## src/rtl/gbd_rom_arbiter.sv

```systemverilog
// gbd_rom_arbiter: shares one async ROM/RAM port between cartridge reads
// and host loader transfers; cart always wins, accesses never abort.
module gbd_rom_arbiter #(
  parameter int ACCESS_CYCLES = 4
) (
  input  logic        sys_clock,
  input  logic        sys_resetn,
  input  logic        cart_stb,
  input  logic [22:0] cart_addr,
  output logic [7:0]  cart_rdata,
  output logic        cart_valid,
  output logic        cart_overrun,
  input  logic        host_req,
  input  logic        host_we,
  input  logic [22:0] host_addr,
  input  logic [7:0]  host_wdata,
  output logic        host_ack,
  output logic [7:0]  host_rdata,
  output logic [22:0] mem_a,
  output logic [7:0]  mem_dq_out,
  output logic        mem_dq_oe,
  input  logic [7:0]  mem_dq_in,
  output logic        mem_ncs,
  output logic        mem_noe,
  output logic        mem_nwe,
  output logic        busy
);

  localparam logic [1:0] S_IDLE    = 2'd0;
  localparam logic [1:0] S_CART    = 2'd1;
  localparam logic [1:0] S_HOST    = 2'd2;
  localparam logic [1:0] S_RECOVER = 2'd3;

  localparam logic [3:0] CNT_LOAD = 4'(ACCESS_CYCLES - 1);

  logic [1:0]  state;
  logic [3:0]  cnt;
  logic        done;
  logic        op_we;
  logic        cart_pend;
  logic [22:0] pend_addr;

  logic in_access;
  logic active;
  logic last;
  logic first;
  logic start_cart;
  logic start_host;
  logic wr;

  assign in_access  = (state == S_CART) || (state == S_HOST);
  assign active     = in_access && !done;
  assign last       = active && (cnt == 4'd0);
  assign first      = active && (cnt == CNT_LOAD);
  assign start_cart = (state == S_IDLE) && (cart_stb || cart_pend);
  assign start_host = (state == S_IDLE) && !start_cart && host_req;
  assign wr         = (state == S_HOST) && op_we;

  // Pending cart request: newest strobe wins, a dropped one is flagged.
  always_ff @(posedge sys_clock or negedge sys_resetn) begin
    if (!sys_resetn) begin
      cart_pend    <= 1'b0;
      pend_addr    <= '0;
      cart_overrun <= 1'b0;
    end else if (cart_stb) begin
      cart_pend <= 1'b1;
      pend_addr <= cart_addr;
      if (cart_pend) begin
        cart_overrun <= 1'b1;
      end
    end else if (first && (state == S_CART)) begin
      cart_pend <= 1'b0;
    end
  end

  // Arbitration state and access phase tracking.
  always_ff @(posedge sys_clock or negedge sys_resetn) begin
    if (!sys_resetn) begin
      state <= S_IDLE;
      cnt   <= '0;
      done  <= 1'b0;
      op_we <= 1'b0;
    end else begin
      unique case (state)
        S_IDLE: begin
          done <= 1'b0;
          if (start_cart) begin
            state <= S_CART;
            cnt   <= CNT_LOAD;
            op_we <= 1'b0;
          end else if (start_host) begin
            state <= S_HOST;
            cnt   <= CNT_LOAD;
            op_we <= host_we;
          end
        end
        S_CART, S_HOST: begin
          if (done) begin
            state <= S_RECOVER;
            done  <= 1'b0;
          end else if (cnt == 4'd0) begin
            done <= 1'b1;
          end else begin
            cnt <= cnt - 4'd1;
          end
        end
        S_RECOVER: begin
          state <= S_IDLE;
        end
        default: begin
          state <= S_IDLE;
        end
      endcase
    end
  end

  // Memory address: loaded at access start, held while idle.
  always_ff @(posedge sys_clock or negedge sys_resetn) begin
    if (!sys_resetn) begin
      mem_a <= '0;
    end else if (start_cart) begin
      mem_a <= cart_stb ? cart_addr : pend_addr;
    end else if (start_host) begin
      mem_a <= host_addr;
    end
  end

  // Read data capture on the final access cycle.
  always_ff @(posedge sys_clock or negedge sys_resetn) begin
    if (!sys_resetn) begin
      cart_rdata <= '0;
      host_rdata <= '0;
    end else if (last) begin
      if (state == S_CART) begin
        cart_rdata <= mem_dq_in;
      end else if (!op_we) begin
        host_rdata <= mem_dq_in;
      end
    end
  end

  // Completion pulses, one cycle after the final access cycle.
  always_ff @(posedge sys_clock or negedge sys_resetn) begin
    if (!sys_resetn) begin
      cart_valid <= 1'b0;
      host_ack   <= 1'b0;
    end else begin
      cart_valid <= last && (state == S_CART);
      host_ack   <= last && (state == S_HOST);
    end
  end

  // Strobes decode straight from registered state so reset forces them high.
  always_comb begin
    mem_ncs    = !active;
    mem_noe    = !(active && !wr);
    mem_nwe    = !(active && wr && (cnt != 4'd0));
    mem_dq_oe  = active && wr;
    mem_dq_out = (active && wr) ? host_wdata : 8'h00;
    busy       = (state != S_IDLE);
  end

endmodule

```

## config.mk

```make
export PLATFORM = sky130hd
export DESIGN_NAME = gbd_rom_arbiter
export DESIGN_NICKNAME = d
export VERILOG_FILES = /design/src/rtl/gbd_rom_arbiter.sv
export SDC_FILE = /design/constraint.sdc
export NUM_CORES = 1
export LEC_CHECK = 0
export ABC_AREA = 1
export CAP_MARGIN = 20
export CELL_PAD_IN_SITES_DETAIL_PLACEMENT = 1
export CELL_PAD_IN_SITES_GLOBAL_PLACEMENT = 2
export CORE_UTILIZATION = 25
export CTS_CLUSTER_DIAMETER = 30
export DETAILED_ROUTE_END_ITERATION = 8
export HOLD_SLACK_MARGIN = 0.02
export PLACE_DENSITY_LB_ADDON = 0.1
export SLEW_MARGIN = 20
export SYNTH_ARGS = -nofsm -noshare
export SYNTH_HDL_FRONTEND = slang
export SYNTH_SLANG_ARGS = --single-unit
```

## constraint.sdc

```tcl
create_clock -name sys_clock -period 2.3 [get_ports sys_clock]
set_clock_uncertainty 0.05 [all_clocks]
set_input_delay 0.345 -clock sys_clock [delete_from_list [all_inputs] [get_ports sys_clock]]
set_output_delay 0.345 -clock sys_clock [all_outputs]
set_load 0.01 [all_outputs]
```

; ---- After elaboration in Yosys (flattened, before gate mapping)
; Cells that the tools add are included.
[totals]
elab_cells = 78
in_bits = 67
out_inout_bits = 55
register_bits = 74
[op_classes]
bitwise = 2
eq_ne = 8
addsub = 1
mux = 20
n_reduce_logical = 35
[ops]
columns = cell, n
row1 = 23-bit two-way mux, 3
row2 = 4-bit two-way mux, 4
row3 = 1-bit logical AND, 13
row4 = 8-bit two-way mux, 1
row5 = 4-bit one-hot mux with 2 select lines, 1
row6 = 2-bit AND reduction, 4
row7 = 2-bit nonzero test, 4
row8 = 1-bit logical NOT, 6
row9 = 1-bit two-way mux, 6
row10 = 2-bit two-way mux, 3
row11 = "2-bit inequality test, second input constant", 3
row12 = 2-bit one-hot mux with 3 select lines, 1
row13 = "2-bit == test, second input constant", 2
row14 = "4-bit by 2-bit == test with 1-bit output, second input constant", 1
row15 = 4-bit logical NOT, 1
row16 = 4-bit AND reduction, 1
row17 = 4-bit nonzero test, 1
row18 = "4-bit by 1-bit subtractor with 4-bit output, second input constant", 1
row19 = "3-bit inequality test, second input constant", 1
row20 = 3-bit AND reduction, 1
row21 = "2-bit by 1-bit == test with 1-bit output, second input constant", 1
row22 = 2-bit logical NOT, 1
row23 = 1-bit logical OR, 2
row24 = 1-bit NOT, 2
row25 = 2 further kinds, 2

; ---- Longest topological paths before layout
; Gate-level depths: netlist of the first run.
[depth]
depth_word = 8
depth_mapped = 10
depth_no_buf = 9

; ---- Least setup slack after synthesis of the first run
; Ideal clock, no wire load.
[synth_path]
kind = register to output
start = reg state[0]
end = out mem_dq_out[0]
path_stages_with_launch = 9
required_time_ns = 1.905
arrival_time_ns = 1.630
path_slack_ns = 0.275
path_buffers = 0
cell_sequence = dfrtp_1 -> inv_1 -> ha_1 -> inv_2 -> nor2_4 -> inv_4 -> nor2_1 -> inv_1 -> nor2_1
[synth_between]
elab_chain_cells = 5
elab_cells_between_ends = 7
classes_between = eq/ne: 2 / mux: 1 / reduce/logical: 4
[synth_rtl]
columns = element, line
row1 = start: declaration, 36  ; logic [1:0] state;
row2 = start signal: assignment, 79  ; state <= S_IDLE;
row3 = start signal: assignment, 88  ; state <= S_CART;
row4 = start signal: assignment, 92  ; state <= S_HOST;
row5 = 2-bit by 1-bit == test with 1-bit output or 2-bit == test (tied branches), "51, 57"
row6 = 1-bit logical OR, 51  ; assign in_access = (state == S_CART) || (state == S_HOST);
row7 = 1-bit logical AND, 52  ; assign active = in_access && !done;
row8 = 1-bit logical AND *, n/a
row9 = via mem_dq_oe, 21  ; output logic mem_dq_oe,
row10 = 8-bit two-way mux *, 159  ; mem_dq_out = (active && wr) ? host_wdata : 8'h00;
row11 = end: declaration, 20  ; output logic [7:0] mem_dq_out,
; Mark *: on every way through the listed nets, which the timed path passes. The rest lies on a longest branch.

; ---- Worst setup path after layout of the first run
[layout_path]
start = reg state[1]
end = out mem_nwe
[layout_between]
elab_chain_cells = 6
elab_cells_between_ends = 8
classes_between = eq/ne: 2 / reduce/logical: 6
[layout_rtl]
columns = element, line
row1 = 2-bit by 1-bit == test with 1-bit output or 2-bit == test (tied branches), "51, 57"
row2 = 1-bit logical OR, 51
row3 = 1-bit logical AND, 52
row4 = 1-bit logical AND * (2 in a row), 157  ; mem_nwe = !(active && wr && (cnt != 4'd0));
row5 = 1-bit logical NOT *, 157
row6 = end: declaration, 25  ; output logic mem_nwe,
; Mark *: on every way between the ends. The rest lies on a longest branch, timed or not.

==> results of run 1 <==
## cells in the mapped netlist (all sizes together)
| master | instances | area share |
|---|---|---|
| a21o | 1 | 0.0023 |
| nand4 | 1 | 0.0019 |
| nor3b | 1 | 0.0023 |
| nor2 | 20 | 0.035 |
| nand3 | 29 | 0.044 |
| o31ai | 1 | 0.0023 |
| o21ai | 18 | 0.046 |
| buf | 13 | 0.029 |
| ha | 6 | 0.023 |
| a21oi | 5 | 0.0075 |
| dfrtp | 74 | 0.56 |
| inv | 29 | 0.034 |
| nand2 | 186 | 0.22 |
## registers in the layout (all words and copies together) (netlist names)
name and cells:
mem_a 23, cart_overrun 1, cart_valid 1, host_ack 1, host_rdata 8, op_we 1, cnt 4, state 2
cart_rdata 8, pend_addr 23, cart_pend 1, done 1
## routing by layer
metal / up-vias / GRT usage
met5: - / 0
met4: 0 / 0.0397
met3: 8 / 0.0541
met2: 87 / 0.256
met1: 1389 / 0.181
li1: 1443 / -
## cell type report
type / count / area, sq um / area share
Clock inverter: 2 / 12.5 / 0.00250
Sequential cell: 74 / 1850 / 0.369
Tap cell: 172 / 215 / 0.0429
Timing Repair Buffer: 132 / 1280 / 0.255
Multi-Input combinational cell: 268 / 1280 / 0.256
Inverter: 29 / 111 / 0.0222
Clock buffer: 13 / 260 / 0.0519
## worst paths after layout
kind / from / endpoint / slack, ns
worst max-delay path: state[1] / mem_nwe / 0.13
worst min-delay path: pend_addr[16] / pend_addr[16] / 0.42
worst max register to register: state[1] / cart_rdata[1] / 0.58
worst min register to register: pend_addr[16] / pend_addr[16] / 0.42
max in group asynchronous: sys_resetn / host_rdata[0] / 1.16
min in group asynchronous: sys_resetn / mem_a[14] / 0.45
## through the flow
stage | utilization | hold slack [ns] | power [W]
after floorplan | - | -0.000591 | 0.00344
after global placement | 0.369 | 0.266 | 0.00468
after detailed placement | 0.369 | 0.265 | 0.00473
after CTS | 0.394 | 0.423 | 0.00617
after global routing | 0.393 | 0.436 | 0.00653
final | 0.393 | 0.416 | 0.00605
## cells in the final DEF (no fill, tap or decap), drive strengths merged, types with 5 or more instances in the layout
master,instances
a21oi,5
inv,29
nand3,29
dfrtp,74
ha,6
clkbuf,18
clkdlybuf4s50,108
nand2,186
nor2,20
buf,11
o21ai,18
## repair_timing
item / CTS / global route
pin swaps: 1 / 0
hold buffers: 1 / 0
gates cloned: 0 / 0
endpoints found under the hold margin: 28 / 0
endpoints found under the setup margin: 11 / 10
resized for setup: 20 / 10
setup buffers: 3 / 0
## cell families after synthesis
| family | after synthesis |
|---|---|
| AND/OR/NAND/NOR | 237 |
| flip-flops | 74 |
| buffers and inverters | 42 |
| AO/OA/AOI/OAI | 25 |
| adder cells (fa/ha/maj) | 6 |
## worst max-delay path, delay by kind of cell (launching register included)
| family | cells | cell delay, ns |
|---|---|---|
| and+or+nand+nor | 3 | 0.26 |
| adders and majority gates | 1 | 0.27 |
| DFF | 1 | 0.37 |
| buffers and inverters | 5 | 0.56 |
## power groups by stage
stage | logic [W] | clock network, W | registers [W]
5_1_grt | 0.00308 | 0.00141 | 0.00205
3_3_place_gp | 0.00268 | 0 | 0.00200
6_report | 0.00276 | 0.00131 | 0.00199
2_1_floorplan | 0.00130 | 0 | 0.00214
4_1_cts | 0.00282 | 0.00136 | 0.00199
3_5_place_dp | 0.00272 | 0 | 0.00201
==> metrics.json, run 1 <==
{
  "pwr": {
    "internal_power_w": 0.00386,
    "max-vdd-ir-drop_mv": 0.574,
    "pwr-share-comb": 0.456,
    "total_switching_power_w": 0.00219,
    "seq_power_share": 0.328,
    "pwr_cell_area_nw_per_um2": 1210,
    "clock_power_share": 0.216,
    "swShare": 0.362,
    "p_leak_nw": 2.46
  },
  "global_routing": {
    "globalRouteTotalUtil": 0.151,
    "wire_length_of_the_first_global_routing_pass_mm": 15.5,
    "grt_max_degree": 47,
    "first_global_vias": 3207,
    "antenna_found_initial": 0,
    "globalRouteOverflowTotal": 0
  },
  "worst_setup_path": {
    "setup.worst_path.class": "flop to output pin",
    "cp.arrival_ns": 1.78,
    "cp.required_ns": 1.90,
    "path_cells": "inv_2, ha_4, inv_2, nor2_4, inv_4, nor2_4, buf_4, nand2_1, dlygate4sd2_1",
    "worst_reg2reg_path_length_in_cells": 10,
    "worstSetupStartpointType": "flop",
    "critPathMaxStageDelay_ns": 0.37,
    "cpMaxStageDelayCell": "dfrtp_1",
    "timing.critical_path.to_type": "output pin",
    "critPathMaxFanout": 3
  },
  "run": {
    "maxCapViolCount": 0
  },
  "sta": {
    "grt_setup_unrepaired": "no",
    "final.period_utilization": 0.946,
    "finalSetupViolations": 0,
    "worst-slew-pin-transition_ns": 0.661,
    "clock.fmax_mhz": 460,
    "final_slew_violations": 0,
    "finalWorstPathRequiredPeriod_ns": 2.17,
    "timing.slew.headroom": 0.558,
    "setup_total_negative_slack_ns": 0,
    "worst_slack_ns": 0.125,
    "hold_viol": 0
  },
  "finish": {
    "fin_nets": 587,
    "syn2layout_area_growth_pct": 50.9,
    "finished_cell_area_sq_um": 5010,
    "finalNonFillerCells": 690,
    "n_antenna_cell": 0,
    "final.fill_count": 1490,
    "drive_gt1_frac": 0.124
  },
  "yosys": {
    "synthesis.area_per_instance_sq_um": 8.65,
    "syn-num-nets": 457,
    "synth-xor-area-share": 0,
    "synth_compound_gate_area_share": 0.0584,
    "largest_family_of_logic_cells_by_synthesized_area": "simple AND/OR/NAND/NOR gates",
    "synth_sequential_area_ratio": 0.557,
    "synthDistinctLibCells": 23,
    "netlist_instances": 384,
    "netlist_area_sq_um": 3320,
    "synth_area_in_adders": 0.0226,
    "yosysWarnings": 0,
    "synth_simple_gate_area_frac": 0.300,
    "synth_mux_area_frac": 0,
    "postSynthRegisterBits": 74
  },
  "die": {
    "fp.dieArea_sq_um": 13800,
    "die_h_um": 117,
    "number_of_placement_rows": 41,
    "design.core.area_sq_um": 12800,
    "die_width_um": 117,
    "start_util": 0.260,
    "io_pins": 122
  },
  "cts": {
    "clkSinkCount": 74,
    "cts.htree.levels": 3,
    "clkTransAtPathRegs_ns": 0.06,
    "buffer_cell_driving_the_clock_tree_root": "clkbuf_16",
    "cts_tree": "done",
    "insertion_delay_ns": 0.33,
    "cts_made_buffers": 9,
    "cts.path.max_buffers": 2
  },
  "placed_design": {
    "detailed_place.area_sq_um": 4720,
    "dp.cells": 671,
    "port_buffers": 121,
    "place.gp.congestion": 0.721,
    "place_hpwl_mm": 6.64,
    "place_worst_setup_slack_ns": -0.0638
  },
  "drt": {
    "postRouteWirelength_mm": 9.59,
    "first_pass_iters": 4,
    "number_of_drc_violations_after_detailed_routing_iteration_0": 95,
    "drt-vias-per-instance": 4.24,
    "met2WireLength_mm": 4.54,
    "met3_length_um": 727,
    "met1_length_mm": 4.24,
    "route.vias.total": 2927,
    "average_routed_wire_per_standard_cell_um": 13.9,
    "top_signal_layer_used": "met4",
    "postRouteAntennaNets": 0,
    "drc": 0
  },
  "outcome": {
    "outcome": "finished, final reports clean"
  },
  "worst_hold_path": {
    "hold_path.class": "flop to flop",
    "holdPathStages": 2
  }
}
(Power assumes the default switching activity.)
==> run 2: changes to the inputs <==
- GPL_TIMING_DRIVEN: not set -> 1
==> results of run 2 <==
The final DEF is identical to that of run 1; final timing and power are the same.
